**config.mk**
```make
export PLATFORM = sky130hd
export DESIGN_NAME = mac_tx_arbiter
export DESIGN_NICKNAME = d
export VERILOG_FILES = /design/src/rtl/mac_tx_arbiter.sv
export SDC_FILE = /design/constraint.sdc
export NUM_CORES = 1
export LEC_CHECK = 0
export CAP_MARGIN = 20
export CORE_AREA = 2 2 183 185
export CTS_CLUSTER_SIZE = 14
export DETAILED_ROUTE_END_ITERATION = 10
export DIE_AREA = 0 0 185 187
export GPL_TIMING_DRIVEN = 1
export SYNTH_ARGS = -nofsm -noshare
export SYNTH_HDL_FRONTEND = slang
export SYNTH_SLANG_ARGS = --single-unit
```
**constraint.sdc**
```tcl
create_clock -name i_clk -period 2.45 [get_ports i_clk]
set_input_delay 0.49 -clock i_clk [delete_from_list [all_inputs] [get_ports i_clk]]
set_output_delay 0.49 -clock i_clk [all_outputs]
set_load 0.02 [all_outputs]
```
**src/rtl/mac_tx_arbiter.sv**
```systemverilog
// rtl/mac_tx_arbiter.sv - packet-granular round-robin merge of ARP and IP TX streams into the 64-bit MAC TX stream; optional counters under MAC_TX_ARB_STATS_EN
module mac_tx_arbiter #(
  parameter int P_STALL_TIMEOUT = 256,
  parameter int P_USER_W        = 80
) (
  input  logic                i_clk,
  input  logic                i_rst,
  input  logic [63:0]         s_axis_arp_data,
  input  logic [P_USER_W-1:0] s_axis_arp_user,
  input  logic [7:0]          s_axis_arp_keep,
  input  logic                s_axis_arp_last,
  input  logic                s_axis_arp_valid,
  output logic                s_axis_arp_ready,
  input  logic [63:0]         s_axis_ip_data,
  input  logic [P_USER_W-1:0] s_axis_ip_user,
  input  logic [7:0]          s_axis_ip_keep,
  input  logic                s_axis_ip_last,
  input  logic                s_axis_ip_valid,
  output logic                s_axis_ip_ready,
  output logic [63:0]         m_axis_mac_data,
  output logic [P_USER_W-1:0] m_axis_mac_user,
  output logic [7:0]          m_axis_mac_keep,
  output logic                m_axis_mac_last,
  output logic                m_axis_mac_valid,
  input  logic                m_axis_mac_ready,
  output logic                o_stall_abort
`ifdef MAC_TX_ARB_STATS_EN
  ,
  output logic [31:0]         o_arp_pkt_cnt,
  output logic [31:0]         o_ip_pkt_cnt,
  output logic [15:0]         o_abort_cnt
`endif
);

  typedef enum logic [1:0] {
    ST_IDLE    = 2'd0,
    ST_GNT_ARP = 2'd1,
    ST_GNT_IP  = 2'd2
  } state_t;

  // Counter value at which one more silent cycle means the source is declared dead
  localparam logic [15:0] LP_STALL_LAST = 16'(P_STALL_TIMEOUT - 1);

  state_t      state;
  logic        last_srv_ip;   // 1: IP was served last, so ARP wins the next tie
  logic [15:0] stall_cnt;
  logic        gnt_arp;
  logic        gnt_ip;
  logic        eop;
  logic        stall_expire;

  assign gnt_arp = (state == ST_GNT_ARP);
  assign gnt_ip  = (state == ST_GNT_IP);

  // Granted source passes straight through; IDLE drives every output low
  always_comb begin
    m_axis_mac_data  = '0;
    m_axis_mac_user  = '0;
    m_axis_mac_keep  = '0;
    m_axis_mac_last  = 1'b0;
    m_axis_mac_valid = 1'b0;
    s_axis_arp_ready = 1'b0;
    s_axis_ip_ready  = 1'b0;
    if (gnt_arp) begin
      m_axis_mac_data  = s_axis_arp_data;
      m_axis_mac_user  = s_axis_arp_user;
      m_axis_mac_keep  = s_axis_arp_keep;
      m_axis_mac_last  = s_axis_arp_last;
      m_axis_mac_valid = s_axis_arp_valid;
      s_axis_arp_ready = m_axis_mac_ready;
    end else if (gnt_ip) begin
      m_axis_mac_data  = s_axis_ip_data;
      m_axis_mac_user  = s_axis_ip_user;
      m_axis_mac_keep  = s_axis_ip_keep;
      m_axis_mac_last  = s_axis_ip_last;
      m_axis_mac_valid = s_axis_ip_valid;
      s_axis_ip_ready  = m_axis_mac_ready;
    end
  end

  // A last-beat transfer needs valid=1, so it always beats an expiry that needs valid=0
  assign eop          = m_axis_mac_valid & m_axis_mac_ready & m_axis_mac_last;
  assign stall_expire = (gnt_arp | gnt_ip) & ~m_axis_mac_valid & (stall_cnt == LP_STALL_LAST);

  // Grant FSM with stall watchdog; an aborted source counts as served for fairness
  always_ff @(posedge i_clk or negedge i_rst) begin
    if (!i_rst) begin
      state         <= ST_IDLE;
      last_srv_ip   <= 1'b1;
      stall_cnt     <= '0;
      o_stall_abort <= 1'b0;
    end else begin
      o_stall_abort <= 1'b0;
      case (state)
        ST_IDLE: begin
          stall_cnt <= '0;
          if (s_axis_arp_valid && (!s_axis_ip_valid || last_srv_ip)) begin
            state <= ST_GNT_ARP;
          end else if (s_axis_ip_valid) begin
            state <= ST_GNT_IP;
          end
        end
        ST_GNT_ARP, ST_GNT_IP: begin
          if (eop) begin
            state       <= ST_IDLE;
            last_srv_ip <= gnt_ip;
            stall_cnt   <= '0;
          end else if (stall_expire) begin
            state         <= ST_IDLE;
            last_srv_ip   <= gnt_ip;
            stall_cnt     <= '0;
            o_stall_abort <= 1'b1;
          end else if (m_axis_mac_valid) begin
            stall_cnt <= '0;
          end else begin
            stall_cnt <= stall_cnt + 16'd1;
          end
        end
        default: begin
          state     <= ST_IDLE;
          stall_cnt <= '0;
        end
      endcase
    end
  end

`ifdef MAC_TX_ARB_STATS_EN
  // Completed-packet and abort counters, wrapping at all-ones
  always_ff @(posedge i_clk or negedge i_rst) begin
    if (!i_rst) begin
      o_arp_pkt_cnt <= '0;
      o_ip_pkt_cnt  <= '0;
      o_abort_cnt   <= '0;
    end else begin
      if (eop && gnt_arp) o_arp_pkt_cnt <= o_arp_pkt_cnt + 32'd1;
      if (eop && gnt_ip)  o_ip_pkt_cnt  <= o_ip_pkt_cnt + 32'd1;
      if (stall_expire)   o_abort_cnt   <= o_abort_cnt + 16'd1;
    end
  end
`endif

endmodule

```
[After elaboration in Yosys (flattened, before gate mapping)]
Index checks and enable logic that the tools add are counted.
Operators by class
  add/sub/neg operators: 1
  equal/unequal tests: 5
  multiplexer cells: 27
  bitwise operators: 6
  reduce and logical (&&, ||, !) cells: 8
Operators with widths (number)
  $mux 80: 2
  $mux 64: 2
  $mux 16: 4
  $add 16x1->16 const B: 1
  $eq 16x8->1 const B: 1
  $mux 8: 2
  $mux 1: 12
  $mux 2: 4
  $ne 3x3->1 const B: 2
  $and 1x1->1: 4
  $pmux 2 s2: 1
  $reduce_and 2->1: 2
  $eq 2x1->1 const B: 1
  $eq 2x2->1 const B: 1
  $logic_not 2->1: 1
  $reduce_bool 2->1: 1
  $reduce_or 2->1: 1
  $logic_and 1x1->1: 1
  $logic_not 1->1: 1
  $logic_or 1x1->1: 1
  $not 1->1: 1
  $or 1x1->1: 1
Storage, ports and cells
  register bits after elaboration: 20
  input bits: 311
  output and inout bits: 157
  word-level logic and storage cells: 51

[Longest topological paths before layout]
Gate-level depths: netlist of run 1.
  depth after elaboration: 9
  gate-level depth with buffers: 8
  mapped depth without buffers: 6

[Worst setup path after synthesis of run 1]
OpenSTA, ideal clock, no wires.
  path type: register -> output
  from: reg state[0]
  to: out m_axis_mac_data[0]
  arrival time: 1.949 ns
  required time: 1.960 ns
  setup slack: 0.011 ns
  cell stages (with the launch flop): 8
  cells stage by stage: dfrtp_1 > inv_1 > ha_1 > clkbuf_1 > clkbuf_1 > clkbuf_1 > nand2_1 > o21ai_0
Between the ends
  longest elaborated chain between the ends: 3
  elaborated cells on any way between the ends: 4
  classes of those cells: eq/ne: 2; mux: 2
RTL lines
  from (decl): RTL line 44  | state_t state;
  from (signal assigned): RTL line 88  | state <= ST_IDLE;
  from (signal assigned): RTL line 98  | state <= ST_GNT_ARP;
  from (signal assigned): RTL line 100  | state <= ST_GNT_IP;
  $eq 2x2->1: RTL line 53  | assign gnt_ip = (state == ST_GNT_IP);
  net gnt_ip: RTL line 48  | logic gnt_ip;
  $mux 64: RTL line 71  | end else if (gnt_ip) begin
  $mux 64: RTL line 64  | if (gnt_arp) begin
  to (decl): RTL line 20  | output logic [63:0] m_axis_mac_data,
The timed path passes the listed nets, and every way through them passes these cells.

[Worst setup path in the final report of run 1]
  from: reg state[0]
  to: out m_axis_mac_data[24]
The elaborated chain is that of the path after synthesis.

==> results of run 1 <==
==> through the flow <==
| stage | hold slack (ps) | power (uW) |
|---|---|---|
| after floorplan | 194 | 3370 |
| after global placement | 516 | 6920 |
| after detailed placement | 518 | 6920 |
| after CTS | 526 | 6640 |
| after global routing | 563 | 6960 |
| final | 518 | 6410 |
==> critical path, delay by kind of cell (launching register included) <==
| kind | cells | cell delay, ps |
|---|---|---|
| buffers and inverters | 4 | 830 |
| and+or+nand+nor | 1 | 60 |
| adders and majority gates | 1 | 160 |
| DFF | 1 | 430 |
| AOI/OAI and AO/OA | 1 | 130 |
==> cells in the final DEF (no fill, tap or decap), types with 4 or more instances in the layout <==
master	count
buf_12	11
buf_2	11
buf_4	33
clkbuf_2	73
clkdlybuf4s15_1	16
clkdlybuf4s50_1	311
dfrtp_1	19
dlygate4sd1_1	6
dlygate4sd2_1	48
inv_1	5
nand2_1	308
nand3_1	7
nor2_1	21
nor4_1	4
o21ai_0	148
o21ai_1	5
xnor2_1	10
==> what timing repair did <==
item                                   CTS  global route
pin swaps                                0             0
endpoints found under the hold margin    0             0
hold buffers                             0             0
gates resized for setup                206           256
setup endpoints to repair              155           133
==> worst max-delay path by stage <==
stage                                      to  slack (ps)  depth (start not counted)
after floorplan            m_axis_mac_data[0]          10                          7
after global placement    m_axis_mac_user[62]        -130                          7
after detailed placement  m_axis_mac_user[62]        -130                          7
after CTS                 m_axis_mac_user[12]         0.6                          7
after global routing      m_axis_mac_data[18]       0.009                          7
final                     m_axis_mac_data[24]          90                          7
==> routing by layer <==
layer  vias to the layer above  wire length (um)  global-route usage, %
li1                       2960                 -                      -
met1                      2455              7810                   12.4
met2                       264              9610                   19.4
met3                        12              1810                   2.78
met4                         0               179                   1.37
met5                         -                 0                      0
==> cells by family after synthesis <==
group / share of synthesized area, %
adder cells (fa/ha/maj): 1.57
buffers and inverters: 6.85
XOR/XNOR: 3.56
AO/OA/AOI/OAI: 27.7
AND/OR/NAND/NOR: 44.2
flip-flops: 15.7
multiplexers: 0.352
==> flip-flops by register name, indices dropped and copies added, names as in the netlist <==
| name | flops |
|---|---|
| last_srv_ip | 1 |
| o_stall_abort | 1 |
| stall_cnt | 16 |
| state | 2 |
==> power groups by stage <==
stage,sequential [uW],combinational (uW),clock [uW]
floorplan,402,2960,0
global placement,412,6500,0
detailed placement,412,6510,0
CTS,407,5860,374
global route,415,6160,388
finish,408,5640,359
==> layout make-up <==
type	instances	area share (%)
flip-flops and latches	20	6.00
repair buffers	512	56.0
well taps	448	6.70
clock buffers	4	1.06
inverters	6	0.269
multi-input cells	542	30.0
==> impl_metrics.yaml, run 1 <==
synth:
  synth_top_flop_cell: "dfrtp_1"
  yosysTopAreaCell: "nand2_1"
  syn_inst: 620
  ys_ff_latch: 20
  syn-cell-area_um2: 3200
  synth_cell_types: 34
  yosysWarnings: 0
  synth_edf_count: 0
  syn_nets: 935
  synth_common_cells: "308 x nand2_1, 153 x o21ai_0, 51 x clkbuf_1"
  async_reset_ff_share_pct: 100
  syn_avg_cell_area_um2: 5.16
  synth_top_cell_area_share_pct: 36.2
  synth_area_leaders: "nand2_1 36%, o21ai_0 24%, dfrtp_1 15%"
  ys_seq_area_share_pct: 15.7
  synth.most_common_cell: "nand2_1"
route:
  drt-initial-drc-count: 175
  drc_errors: 0
  routed_via_density: 3.71
  wirelength_mm: 19.4
  route.vias.total: 5691
  drtAntennaViolNets: 0
  first_pass_iters: 5
  wl_per_cell_um: 12.7
timing:
  slew_headroom_pct: 70.5
  tns_ps: 0
  fin_skew_ps: 1.66
  tightest_slew_ps: 441
  finalHoldViolCount: 0
  grt_setup_unrepaired: "false"
  timing.final.ws_setup_ps: 91.2
  fin_crit_ps: 2360
  finalCritPeriodShare_pct: 96.3
  drv_slew: 0
  final-setup-viol-count: 0
  fmax_mhz: 424
worst_setup_path:
  slowest_delay_ps: 430
  worst-endpoint-arrival_ps: 1870
  r2r_setup_slack_ps: 330
  worstSetupPathType: "reg2out"
  slowest_stage: "dfrtp_1"
  critPathLaunchType: "flip-flop"
  startpoint: "state[0]"
  r2r-start: "state[1]"
  reg2reg_depth: 7
  crit_fanout: 19
  worstSetupEndpointType: "primary output"
  r2r_end: "state[0]"
  crit_chain: "inv_2 -> ha_4 -> buf_12 -> buf_4 -> nand2_1 -> o21ai_0 -> dlygate4sd2_1"
  crit_required_ps: 1960
final_layout:
  multiInputGateArea_um2: 2510
  final_layout_size_suffix_gt1_share_pct: 13.5
  ff_latch_area_um2: 502
  fin_nets: 1400
  fin_cells: 1532
  syn2layout_area_growth_pct: 162
  nFillCells: 3712
  postLayoutCoreUtil_pct: 25.5
  antenna_cells: 0
  fin_area_um2: 8370
place:
  pre_cts_ws_ps: -135
  portBuffers: 467
  dp_cells: 1528
  gp_congestion: 0.777
  place_area_um2: 8750
  hpwlAfterDp_mm: 16.5
cts:
  post-cts-setup-buffers: 0
  clk_latency_ps: 250
  numCtsBuffers: 3
  htree_levels: 1
  clock_sinks: 20
  clk_pin_slew_ps: 50
  cts_tree: "done"
  clockRootBuffer: "clkbuf_16"
  clockBufferDepth: 2
grt:
  grt_max_degree: 70
  grt-ovfl-total: 0
  antenna_found_initial: 0
  grt_pass1_wl_mm: 29.7
  grt_usage_pct: 10.5
  grt_pass1_vias: 5758
power:
  power_leakage_uw: 0.00344
  p_sw_uw: 3510
  intPower_uw: 2910
  p_clk_share_pct: 5.6
  p_per_area_nw_per_um2: 766
  ir_drop_uv: 304
  swShare_pct: 54.7
  p_seq_share_pct: 6.4
  p_comb_share_pct: 88.0
die:
  initial_core_util_pct: 9.73
  die_w_um: 185
  dieHeight_um: 187
  core_um2: 32900
  ios: 468
  placementRows: 67
  die-area_um2: 34600
min_path:
  whs_path_depth: 1
  whs_endpoint: "stall_cnt[0]"
  min_from: "stall_cnt[0]"
  worstHoldPathType: "reg2reg"
run_status:
  status: "complete, no violations"
flow_run:
  maxCapViolCount: 0
(Power assumes the default switching activity.)
==> run 2, diff against run 1 <==
Settings changed: ABC_AREA set to 1, CORE_AREA 2 2 183 185 to 2 2 184 186, DIE_AREA 0 0 185 187 to 0 0 186 188, HOLD_SLACK_MARGIN set to 0.15, TNS_END_PERCENT set to 30.
==> run 2 against run 1 <==
Effect of this change:
- via count decreased by 19%
- critical endpoint is now m_axis_mac_user[73]
- utilization down 1.9 points
- combinational power up 17%
- largest power group unchanged
- power rose by 16%
- synthesized cell count decreased by 46%
- global-route usage rose by 1.8 points
- clock-buffer cell count down 1
- area after synthesis decreased by 17%
- worst setup slack lost 77 ps
- first-iteration DRC count fell by 21%
==> impl_metrics.yaml, run 2 <==
run_status:
  status: "complete, no violations"
min_path:
  whs_endpoint: "stall_cnt[0]"
  worstHoldPathType: "reg2reg"
  min_from: "stall_cnt[0]"
  whs_path_depth: 1
grt:
  antenna_found_initial: 12
  grt_usage_pct: 12.4
  grt_pass1_vias: 4645
  grt-ovfl-total: 0
  grt_max_degree: 48
  grt_pass1_wl_mm: 31.6
place:
  dp_cells: 1253
  hpwlAfterDp_mm: 21.0
  portBuffers: 467
  gp_congestion: 0.802
  pre_cts_ws_ps: -90.2
cts:
  htree_levels: 1
  numCtsBuffers: 3
  holdBufCountCts: 0
  clk_latency_ps: 250
  clockRootBuffer: "clkbuf_16"
  clk_pin_slew_ps: 60
  clock_sinks: 20
  clockBufferDepth: 2
  cts_tree: "done"
worst_setup_path:
  worstSetupPathType: "reg2out"
  crit_buf_inv: 5
  crit_chain: "inv_1 -> ha_2 -> inv_2 -> nor2_4 -> buf_4 -> buf_12 -> a22o_1 -> clkdlybuf4s15_2"
  r2r_setup_slack_ps: 290
  r2r_end: "stall_cnt[7]"
  critPathLaunchType: "flip-flop"
  worstSetupEndpointType: "primary output"
  cpLargestDelayFamily: "buffers and inverters"
  crit_fanout: 20
  crit_required_ps: 1960
  slowest_delay_ps: 390
  r2r-start: "state[1]"
  startpoint: "state[0]"
  worst-endpoint-arrival_ps: 1950
  slowest_stage: "dfrtp_1"
  reg2reg_depth: 12
synth:
  syn_nets: 650
  ys_seq_area_share_pct: 18.9
  synth.most_common_cell: "a22o_1"
  synth_top_flop_cell: "dfrtp_1"
  syn_avg_cell_area_um2: 7.91
  syn-cell-area_um2: 2650
  ys_ff_latch: 20
  synth_cell_types: 25
  synth_area_leaders: "a22o_1 50%, dfrtp_1 18%, nand2_1 5.0%"
  synth_top_cell_area_share_pct: 50.2
  syn_inst: 335
  yosysTopAreaCell: "a22o_1"
  async_reset_ff_share_pct: 100
  yosysWarnings: 0
  synth_edf_count: 0
  synth_common_cells: "152 x a22o_1, 35 x nand2_1, 27 x nor2_1"
final_layout:
  syn2layout_area_growth_pct: 194
  largest_reg_flops: 16
  top_regs: "stall_cnt: 16 flops, state: 2 flops"
  final_layout_size_suffix_gt1_share_pct: 26.1
  regMostFlops: "stall_cnt"
  fin_nets: 1132
  nFillCells: 3648
  fin_cells: 1273
  mostFrequentLayoutCells: "311 x clkdlybuf4s50_1, 149 x a22o_1, 63 x clkbuf_2"
  layout.cells.most_common: "clkdlybuf4s50_1"
die:
  die_w_um: 186
  initial_core_util_pct: 8.00
  dieHeight_um: 188
  placementRows: 67
  ios: 468
  die-area_um2: 35000
  core_um2: 33100
timing:
  fin_skew_ps: 0.983
  final-setup-viol-count: 0
  timing.final.ws_setup_ps: 14.6
  fmax_mhz: 411
  grt_setup_unrepaired: "true"
  hold_slack_ps: 463
  finalCritPeriodShare_pct: 99.4
  finalHoldViolCount: 0
  slew_headroom_pct: 72.9
  tns_ps: 0
  drv_slew: 0
  fin_crit_ps: 2440
  tightest_slew_ps: 406
route:
  drt-initial-drc-count: 139
  drtAntennaViolNets: 0
  wirelength_mm: 24.5
  routed_via_density: 3.64
  wl_per_cell_um: 19.3
  route.vias.total: 4635
  drc_errors: 0
  first_pass_iters: 4
power:
  p_per_area_nw_per_um2: 956
  power_leakage_uw: 0.00346
  ir_drop_uv: 417
flow_run:
  maxCapViolCount: 0
==> run 2: cell count changes in the layout (fill, tap and decap cells not counted), moves of 9 or more <==
| cell | change |
|---|---|
| a22o_1 | +146 |
| buf_2 | +47 |
| clkbuf_2 | -10 |
| clkdlybuf4s15_1 | -12 |
| clkdlybuf4s15_2 | +17 |
| diode_2 | +9 |
| dlygate4sd2_1 | -46 |
| inv_1 | +17 |
| nand2_1 | -273 |
| o21ai_0 | -147 |
==> run 2: kinds of logic after synthesis <==
family                   count (synthesis)  share of synthesized area [%]
AND/OR/NAND/NOR                         86                           15.0
flip-flops                              20                           18.9
XOR/XNOR                                 8                           2.64
buffers and inverters                   58                           9.82
adder cells (fa/ha/maj)                  4                           1.89
AO/OA/AOI/OAI                          159                           51.7
==> run 2: layout make-up <==
class,count,area (um^2),share of cell area [%]
clock inverters,1,30.0,0.385
clock buffers,3,75.1,0.963
diodes,9,22.5,0.289
repair buffers,511,4590,58.8
flip-flops and latches,20,502,6.44
well taps,448,561,7.19
multi-input cells,257,1930,24.7
inverters,24,90.1,1.16
==> run 2: stage by stage <==
step / area [um^2] / total power (uW) / util [%]
after floorplan: 2650 / 3930 / -
after global placement: 8120 / 7710 / 24.5
after detailed placement: 8120 / 7730 / 24.5
after CTS: 8280 / 7760 / 25.0
after global routing: 7790 / 7900 / 23.5
final: 7800 / 7460 / 23.5
==> run 2: worst max path at each step <==
stage / endpoint / cells past startpoint
6_report: m_axis_mac_user[73] / 8
5_1_grt: m_axis_mac_user[73] / 8
4_1_cts: m_axis_mac_data[21] / 8
3_5_place_dp: m_axis_mac_data[47] / 8
3_3_place_gp: m_axis_mac_user[5] / 8
2_1_floorplan: m_axis_mac_data[0] / 6
==> run 2: worst reg2reg max path, cell delays in order, from the launching register on <==
cell	delay [ps]
dfrtp_1	400
inv_1	120
ha_4	170
buf_12	200
buf_4	180
inv_2	30
nand3_1	60
nand2_2	60
buf_4	150
nor2_4	110
nand2_1	270
a21oi_1	220
o21a_1	140
==> run 2: layer usage <==
| layer | up-vias | part of all wire [%] | global-route usage [%] | wire, um |
|---|---|---|---|---|
| met1 | 2157 | 41 | 14.6 | 10000 |
| met5 | - | 0.16 | 0 | 40 |
| met4 | 6 | 0.64 | 3.45 | 156 |
| met3 | 14 | 7.7 | 3.55 | 1880 |
| li1 | 2270 | - | - | - |
| met2 | 188 | 51 | 21.5 | 12400 |
==> run 2: timing repair <==
item	in CTS	in global routing
pin swaps	0	1
gates resized for setup	349	156
buffers inserted	2	3
endpoints found under the setup margin	148	146
gates cloned	0	2
==> run 2: power by group <==
group          total [uW]  internal [uW]  switching, uW
clock network         451            324            127
logic                6610           2920           3680
registers             398            372           25.6
total                7460           3620           3840
